## src/rtl/ewb_write_buffer_if.sv

```systemverilog
// Bus bundle for the eviction write buffer: upstream (L2) request/response side
// and physical-memory side, plus the buffer-empty status.
interface ewb_write_buffer_if;
  logic         mem_read;
  logic         mem_write;
  logic [15:0]  mem_address;
  logic [127:0] mem_wdata;
  logic         mem_resp;
  logic [127:0] mem_rdata;
  logic         pmem_read;
  logic         pmem_write;
  logic [15:0]  pmem_address;
  logic [127:0] pmem_wdata;
  logic         pmem_resp;
  logic [127:0] pmem_rdata;
  logic         ewb_empty;

  modport slave (
    input  mem_read, mem_write, mem_address, mem_wdata, pmem_resp, pmem_rdata,
    output mem_resp, mem_rdata, pmem_read, pmem_write, pmem_address, pmem_wdata, ewb_empty
  );

  modport master (
    output mem_read, mem_write, mem_address, mem_wdata, pmem_resp, pmem_rdata,
    input  mem_resp, mem_rdata, pmem_read, pmem_write, pmem_address, pmem_wdata, ewb_empty
  );
endinterface

```

## src/rtl/ewb_write_buffer.sv

```systemverilog
// Eviction write buffer: coalescing circular FIFO of dirty lines between L2 and
// physical memory, serving read hits from the buffer and draining in the background.
module ewb_write_buffer #(
  parameter int DEPTH = 4
) (
  input logic             clk,
  input logic             reset_n,
  ewb_write_buffer_if.slave bus
);
  localparam int PW = (DEPTH > 1) ? $clog2(DEPTH) : 1;
  localparam int CW = $clog2(DEPTH + 1);

  typedef enum logic [1:0] {
    IDLE  = 2'd0,
    ACK   = 2'd1,
    FETCH = 2'd2,
    DRAIN = 2'd3
  } state_t;

  state_t           state_r;
  logic [DEPTH-1:0] valid_r;
  logic [11:0]      tag_r  [DEPTH];
  logic [127:0]     data_r [DEPTH];
  logic [PW-1:0]    head_r;
  logic [PW-1:0]    tail_r;
  logic [CW-1:0]    count_r;
  logic [127:0]     rdata_r;
  logic [15:0]      pmem_addr_r;
  logic [127:0]     pmem_wdata_r;

  logic [11:0]      req_tag_s;
  logic             hit_s;
  logic [PW-1:0]    hit_idx_s;
  logic             full_s;
  logic             unused_addr_bits_s;

  assign req_tag_s          = bus.mem_address[15:4];
  assign unused_addr_bits_s = ^bus.mem_address[3:0];
  assign full_s             = (count_r == CW'(DEPTH));

  // Tag lookup against all valid entries; coalescing keeps tags unique, first match wins.
  always_comb begin
    hit_s     = 1'b0;
    hit_idx_s = '0;
    for (int i = 0; i < DEPTH; i++) begin
      if (!hit_s && valid_r[i] && (tag_r[i] == req_tag_s)) begin
        hit_s     = 1'b1;
        hit_idx_s = PW'(i);
      end else begin
        hit_s     = hit_s;
      end
    end
  end

  // Request FSM, FIFO storage and registered datapath.
  always_ff @(posedge clk or negedge reset_n) begin
    if (!reset_n) begin
      state_r      <= IDLE;
      valid_r      <= '0;
      head_r       <= '0;
      tail_r       <= '0;
      count_r      <= '0;
      rdata_r      <= 128'd0;
      pmem_addr_r  <= 16'd0;
      pmem_wdata_r <= 128'd0;
      for (int i = 0; i < DEPTH; i++) begin
        tag_r[i]  <= 12'd0;
        data_r[i] <= 128'd0;
      end
    end else begin
      case (state_r)
        IDLE: begin
          if (bus.mem_write) begin
            if (hit_s) begin
              data_r[hit_idx_s] <= bus.mem_wdata;
              state_r           <= ACK;
            end else if (!full_s) begin
              valid_r[tail_r] <= 1'b1;
              tag_r[tail_r]   <= req_tag_s;
              data_r[tail_r]  <= bus.mem_wdata;
              tail_r          <= tail_r + PW'(1);
              count_r         <= count_r + CW'(1);
              state_r         <= ACK;
            end else begin
              // Full: free the oldest slot; the held write is re-evaluated afterwards.
              pmem_addr_r  <= {tag_r[head_r], 4'h0};
              pmem_wdata_r <= data_r[head_r];
              state_r      <= DRAIN;
            end
          end else if (bus.mem_read) begin
            if (hit_s) begin
              rdata_r <= data_r[hit_idx_s];
              state_r <= ACK;
            end else begin
              pmem_addr_r <= {req_tag_s, 4'h0};
              state_r     <= FETCH;
            end
          end else if (count_r != CW'(0)) begin
            pmem_addr_r  <= {tag_r[head_r], 4'h0};
            pmem_wdata_r <= data_r[head_r];
            state_r      <= DRAIN;
          end else begin
            state_r <= IDLE;
          end
        end
        ACK: begin
          state_r <= IDLE;
        end
        FETCH: begin
          if (bus.pmem_resp) begin
            rdata_r <= bus.pmem_rdata;
            state_r <= ACK;
          end else begin
            state_r <= FETCH;
          end
        end
        DRAIN: begin
          if (bus.pmem_resp) begin
            valid_r[head_r] <= 1'b0;
            head_r          <= head_r + PW'(1);
            count_r         <= count_r - CW'(1);
            state_r         <= IDLE;
          end else begin
            state_r <= DRAIN;
          end
        end
        default: begin
          state_r <= IDLE;
        end
      endcase
    end
  end

  assign bus.mem_resp     = (state_r == ACK);
  assign bus.pmem_read    = (state_r == FETCH);
  assign bus.pmem_write   = (state_r == DRAIN);
  assign bus.mem_rdata    = rdata_r;
  assign bus.pmem_address = pmem_addr_r;
  assign bus.pmem_wdata   = pmem_wdata_r;
  assign bus.ewb_empty    = (count_r == CW'(0));
endmodule

```

## src/flat_wrapper.sv

```systemverilog
// flat-port wrapper written by rule: the top's interface ports become plain ports
module ewb_write_buffer_flat 
#(
  parameter int DEPTH = 4
)
  (clk, reset_n, bus_mem_read, bus_mem_write, bus_mem_address, bus_mem_wdata, bus_pmem_resp, bus_pmem_rdata, bus_mem_resp, bus_mem_rdata, bus_pmem_read, bus_pmem_write, bus_pmem_address, bus_pmem_wdata, bus_ewb_empty);
  ewb_write_buffer_if bus_i ();
  input logic clk;
  input logic reset_n;
  input wire logic [$bits(bus_i.mem_read)-1:0] bus_mem_read;
  input wire logic [$bits(bus_i.mem_write)-1:0] bus_mem_write;
  input wire logic [$bits(bus_i.mem_address)-1:0] bus_mem_address;
  input wire logic [$bits(bus_i.mem_wdata)-1:0] bus_mem_wdata;
  input wire logic [$bits(bus_i.pmem_resp)-1:0] bus_pmem_resp;
  input wire logic [$bits(bus_i.pmem_rdata)-1:0] bus_pmem_rdata;
  output wire logic [$bits(bus_i.mem_resp)-1:0] bus_mem_resp;
  output wire logic [$bits(bus_i.mem_rdata)-1:0] bus_mem_rdata;
  output wire logic [$bits(bus_i.pmem_read)-1:0] bus_pmem_read;
  output wire logic [$bits(bus_i.pmem_write)-1:0] bus_pmem_write;
  output wire logic [$bits(bus_i.pmem_address)-1:0] bus_pmem_address;
  output wire logic [$bits(bus_i.pmem_wdata)-1:0] bus_pmem_wdata;
  output wire logic [$bits(bus_i.ewb_empty)-1:0] bus_ewb_empty;
  assign bus_i.mem_read = bus_mem_read;
  assign bus_i.mem_write = bus_mem_write;
  assign bus_i.mem_address = bus_mem_address;
  assign bus_i.mem_wdata = bus_mem_wdata;
  assign bus_i.pmem_resp = bus_pmem_resp;
  assign bus_i.pmem_rdata = bus_pmem_rdata;
  assign bus_mem_resp = bus_i.mem_resp;
  assign bus_mem_rdata = bus_i.mem_rdata;
  assign bus_pmem_read = bus_i.pmem_read;
  assign bus_pmem_write = bus_i.pmem_write;
  assign bus_pmem_address = bus_i.pmem_address;
  assign bus_pmem_wdata = bus_i.pmem_wdata;
  assign bus_ewb_empty = bus_i.ewb_empty;
  ewb_write_buffer #(.DEPTH(DEPTH)) u_core (.clk(clk), .reset_n(reset_n), .bus(bus_i));
endmodule
```

## config.mk

```make
export PLATFORM = sky130hd
export DESIGN_NAME = ewb_write_buffer_flat
export DESIGN_NICKNAME = d
export VERILOG_FILES = /design/src/rtl/ewb_write_buffer_if.sv /design/src/rtl/ewb_write_buffer.sv /design/src/flat_wrapper.sv
export SDC_FILE = /design/constraint.sdc
export NUM_CORES = 2
export LEC_CHECK = 0
export ABC_CLOCK_PERIOD_IN_PS = 2500
export CORE_AREA = 5 5 371 373
export DETAILED_ROUTE_END_ITERATION = 8
export DIE_AREA = 0 0 376 378
export PLACE_DENSITY = 0.48
export REMOVE_ABC_BUFFERS = 1
export SETUP_SLACK_MARGIN = 0.5
export SYNTH_ARGS = -nofsm -noshare
export SYNTH_HDL_FRONTEND = slang
export SYNTH_SLANG_ARGS = --single-unit
export TNS_END_PERCENT = 100
```

## constraint.sdc

```tcl
create_clock -name clk -period 2.5 [get_ports clk]
set_input_delay 0.375 -clock clk [delete_from_list [all_inputs] [get_ports clk]]
set_output_delay 0.375 -clock clk [all_outputs]
set_load 0.02 [all_outputs]
```

==> results by stage <==
Run status:
- The run finished, with violations left.
- The final reports fail on setup timing.

Worst setup path:
- Together, buffers and inverters on the worst path number 2.
- The kind of cell adding the most delay to the critical path is simple AND/OR/NAND/NOR gates.
- The worst register-to-register path ends at u_core.bus.mem_rdata[22]$_DFFE_PN0P_.
- Data on the critical path arrives at its endpoint at 3.44 ns.
- For the worst flop-to-flop path, the logic depth is 9.
- The signal on the critical path passes through xnor2_2 > nand4_1 > nor4_2 > buf_4 > nor4_4 > or4_4 > a21boi_4 > buf_12 > a221o_1.
- The setup slack of the worst register-to-register path is -0.35 ns.
- At the worst endpoint, the required time is 3.08 ns.
- The nature of the critical path startpoint is a flop.
- The startpoint of the worst register-to-register path is u_core.tag_r[27]$_DFFE_PN0P_.
- The logic depth of the worst setup path including buffers is 9.
- The biggest cell delay along the critical path is 0.51 ns.
- The element type at the critical path end is a flop.
- The critical path is of the flop to flop type.
- Along the worst path, the maximum fanout reaches between 50 and 60.
- The largest individual stage delay along the critical path comes from the cell or4_4.

Placed design:
- During placement, the flow inserted port buffers numbering 544.
- The HPWL after detailed placement is between 90000 and 100000 um.
- The final RePlAce weighted congestion is 0.767.
- Including well taps, the total number of placed cells is 5424.
- Once placement finished, the instance area stood at 50100 um2.

STA:
- At the pin with the least slew margin, the transition time is 0.610 ns.
- The headroom to the max-slew limit is 59.2%.
- In the final timing run, aggregate negative setup slack is -188.35 ns.
- Across all setup checks in the final design, the least slack found is -0.353 ns.
- The hold violation count in the final report came to 0.
- After layout, the worst path uses 114% of the clock period.
- The achievable clock frequency is around 350 MHz.
- The final hold slack is around 0.20 ns.
- The setup skew after layout is 0.0373 ns.
- The count of final setup violators is 836.
- The minimum clock period is roughly 2.9 ns.
- The number of slew-limit violations in the final report is 0.
- Setup repair after global routing could not meet its margin everywhere.

Min path:
- The class of the tightest hold or removal check is primary input to async pin.

Routing:
- The count of nets left with antenna violations after detail routing is 0.
- After detailed routing, the number of remaining DRC violations is 0.
- For this block, the initial DRC count from the detailed router was between 2000 and 2500.
- The routed layout has slightly below 30000 vias.
- Before antenna repair, the detailed router went through 7 iterations.
- The average wire per standard cell is 25.2 um.
- Using the TritonRoute via totals, the vias-per-cell ratio works out to around 5.
- The final layout contains routed wiring with a total length of 144000 um.

Finish:
- Measured on the finished design, the core utilization comes to 42.1%.
- The library cell used most frequently in the layout, excluding fill and tap cells, is dfrtp_1.
- The filler cells instantiated in the layout total 12500.
- Leaving out filler cells and counting taps, the final layout contains between 5000 and 6000.
- The share of post-route cells with drive strength above 1 is between 30% and 40%.
- The library cells used most frequently in the layout, excluding fill and tap cells, are dfrtp_1 (839), clkdlybuf4s50_1 (542), mux2_2 (358), nand2_1 (267), buf_4 (258).
- After routing the design area is 56500 um2.
- The number of nets in the final layout is 4121.
- The signed area change from the synthesized netlist to the final layout is 42.0%.

Global route:
- The initial antenna violation count came to 12.
- The number of global-route vias before repair was roughly 30000.
- The total congestion overflow after global routing is 0.
- Across every metal layer, demand over resource in global routing totals 19.3%.
- The largest net degree at the start of global routing is between 80 and 90.
- The first global-routing pass estimated 209000 um of wire.

Run:
- Across the run, the number of max-cap violations was 0.

Clock network:
- Clock latency on the worst-skew pair, taken at its later pin, is roughly 0.72 ns.
- After clock tree synthesis, the clock-pin slew on the worst setup and hold paths is 0.06 ns.
- The clock tree from TritonCTS is done.
- The number of buffers between clock root and the deepest sink is 3.
- The H-tree was split into 3 levels.
- The number of buffers added by the clock tree synthesis step is 100.
- The CTS root buffer is clkbuf_16.
- For this design, the sink count on the clock tree is 841.

Logic synthesis:
- Yosys printed 0 warnings.
- The number of distinct library cell variants in the gate-level netlist after synthesis is 43.
- Dividing the synthesized area by the synthesized cell count gives 13.2 um2.
- The synthesized netlist occupies a cell area of 39800 um2.
- Counting flops with an async set or reset pin after synthesis yields a share of between 90% and 100%.
- Sequential elements use a little over half of the synthesized area.
- The synthesized design contains 841 register bits.
- For this run, the leading register cell type out of synthesis is dfrtp_1.
- Counting flops with a built-in enable in the synthesized netlist gives 0.
- Synthesis produced 3007 cells.

Pwr:
- The power per standard cell area is 1240 nW/um2.
- The worst vdd rail ir drop is 0.593 mV.
- The leakage power total is 23.7 nW.

Die:
- In this run the count of I/O pins placed on the die edge is 553.
- The floorplan step defined a core boundary enclosing 134000 um2.
- The die covers around 140000 um2.
- The row count is 135.
- The initial utilization of the core area, before any placement, comes to 29.7%.
- The die height is 378 um.
- From left edge to right edge, the die measures 376 um.
==> worst register-to-register path, delay by kind of cell (launching register included) <==
| family | cells | cell delay [ns] |
|---|---|---|
| and+or+nand+nor | 4 | 1.08 |
| AOI/OAI and AO/OA | 2 | 0.68 |
| DFF | 1 | 0.41 |
| buffers and inverters | 2 | 0.38 |
| xor gates and xnor gates | 1 | 0.18 |
==> routing by layer <==
metal	up-vias	wire length [um]	share of wire, %	track usage [%]
met4	8	2810	2.0	4.70
met1	15400	65100	45	26.4
met3	155	7320	5.1	3.54
li1	12900	-	-	-
met2	816	68300	48	31.8
met5	-	58	0.040	0
==> power by group <==
part / switching, mW / total [mW] / internal (mW)
Combinational: 12.1 / 29.8 / 17.7
Clock: 6.08 / 14.9 / 8.80
Sequential: 5.08 / 25.5 / 20.4
==> stage by stage <==
stage                     total power [mW]  setup WS, ns
after floorplan                       40.0        -17.41
after global placement                52.1         -1.06
after detailed placement              52.5         -1.07
after CTS                             69.5        -0.314
after global routing                  73.8        -0.468
final                                 70.1        -0.353
==> flip-flops by register name, summed over array words and instances, names as in the netlist <==
register	cells
u_core.tag_r	48
u_core.data_r	512
u_core.tail_r	2
u_core.bus.pmem_wdata	128
u_core.bus.pmem_address	12
u_core.state_r	2
u_core.valid_r	4
u_core.head_r	2
u_core.bus.mem_rdata	128
u_core.count_r	3
==> kinds of logic after synthesis <==
| group | count (synthesis) | synth area share (%) |
|---|---|---|
| multiplexers | 853 | 28.1 |
| flip-flops | 841 | 52.9 |
| AND/OR/NAND/NOR | 568 | 6.07 |
| AO/OA/AOI/OAI | 403 | 8.38 |
| buffers and inverters | 279 | 3.14 |
| XOR/XNOR | 53 | 1.17 |
| adder cells (fa/ha/maj) | 9 | 0.302 |
| other | 1 | 0.00942 |
==> synthesized netlist by cell type, types with 8 or more instances <==
library cell	count	area share, %
dfrtp_1	841	53
mux2_2	548	15
nand2_1	271	2.6
mux2_1	164	4.6
clkbuf_1	157	1.5
mux4_2	140	7.9
nand3_1	133	1.7
a21oi_1	132	1.7
nor2_1	131	1.2
a221o_1	128	3.2
a311o_1	128	3.2
buf_2	79	0.99
xnor2_1	52	1.1
buf_1	15	0.14
buf_6	12	0.34
inv_1	12	0.11
nand4_1	9	0.14
ha_1	8	0.25
==> repair_timing <==
item / CTS / global route
gates resized for setup: 210 / 172
hold endpoints to repair: 177 / 0
pin swaps: 13 / 13
setup endpoints to repair: 1111 / 1111
buffers inserted: 39 / 13
hold buffers: 1 / 0
gates cloned: 20 / 17
==> area by class of cell <==
cell class | count | area (um2) | area share [%]
Antenna cell | 9 | 22.5 | 0.0398
Clock buffer | 147 | 2840 | 5.02
Clock inverter | 31 | 473 | 0.837
Inverter | 12 | 45.0 | 0.0797
Multi-Input combinational cell | 1890 | 18700 | 33.0
Sequential cell | 841 | 21100 | 37.2
Tap cell | 1781 | 2230 | 3.94
Timing Repair Buffer | 990 | 11200 | 19.8
==> how the worst max path moves through the flow <==
stage                            startpoint                                    end  slack, ns
6_report       u_core.tag_r[27]$_DFFE_PN0P_   u_core.bus.mem_rdata[22]$_DFFE_PN0P_      -0.35
3_5_place_dp             bus_mem_address[7]  u_core.bus.mem_rdata[106]$_DFFE_PN0P_      -1.07
5_1_grt         u_core.tag_r[9]$_DFFE_PN0P_  u_core.bus.pmem_wdata[45]$_DFFE_PN0P_      -0.47
4_1_cts        u_core.tag_r[40]$_DFFE_PN0P_   u_core.bus.mem_rdata[18]$_DFFE_PN0P_      -0.31
3_3_place_gp             bus_mem_address[7]  u_core.bus.mem_rdata[106]$_DFFE_PN0P_      -1.06
2_1_floorplan  u_core.tag_r[42]$_DFFE_PN0P_         u_core.data_r[128]$_DFFE_PN0P_     -17.41
(Power assumes the default switching activity.)
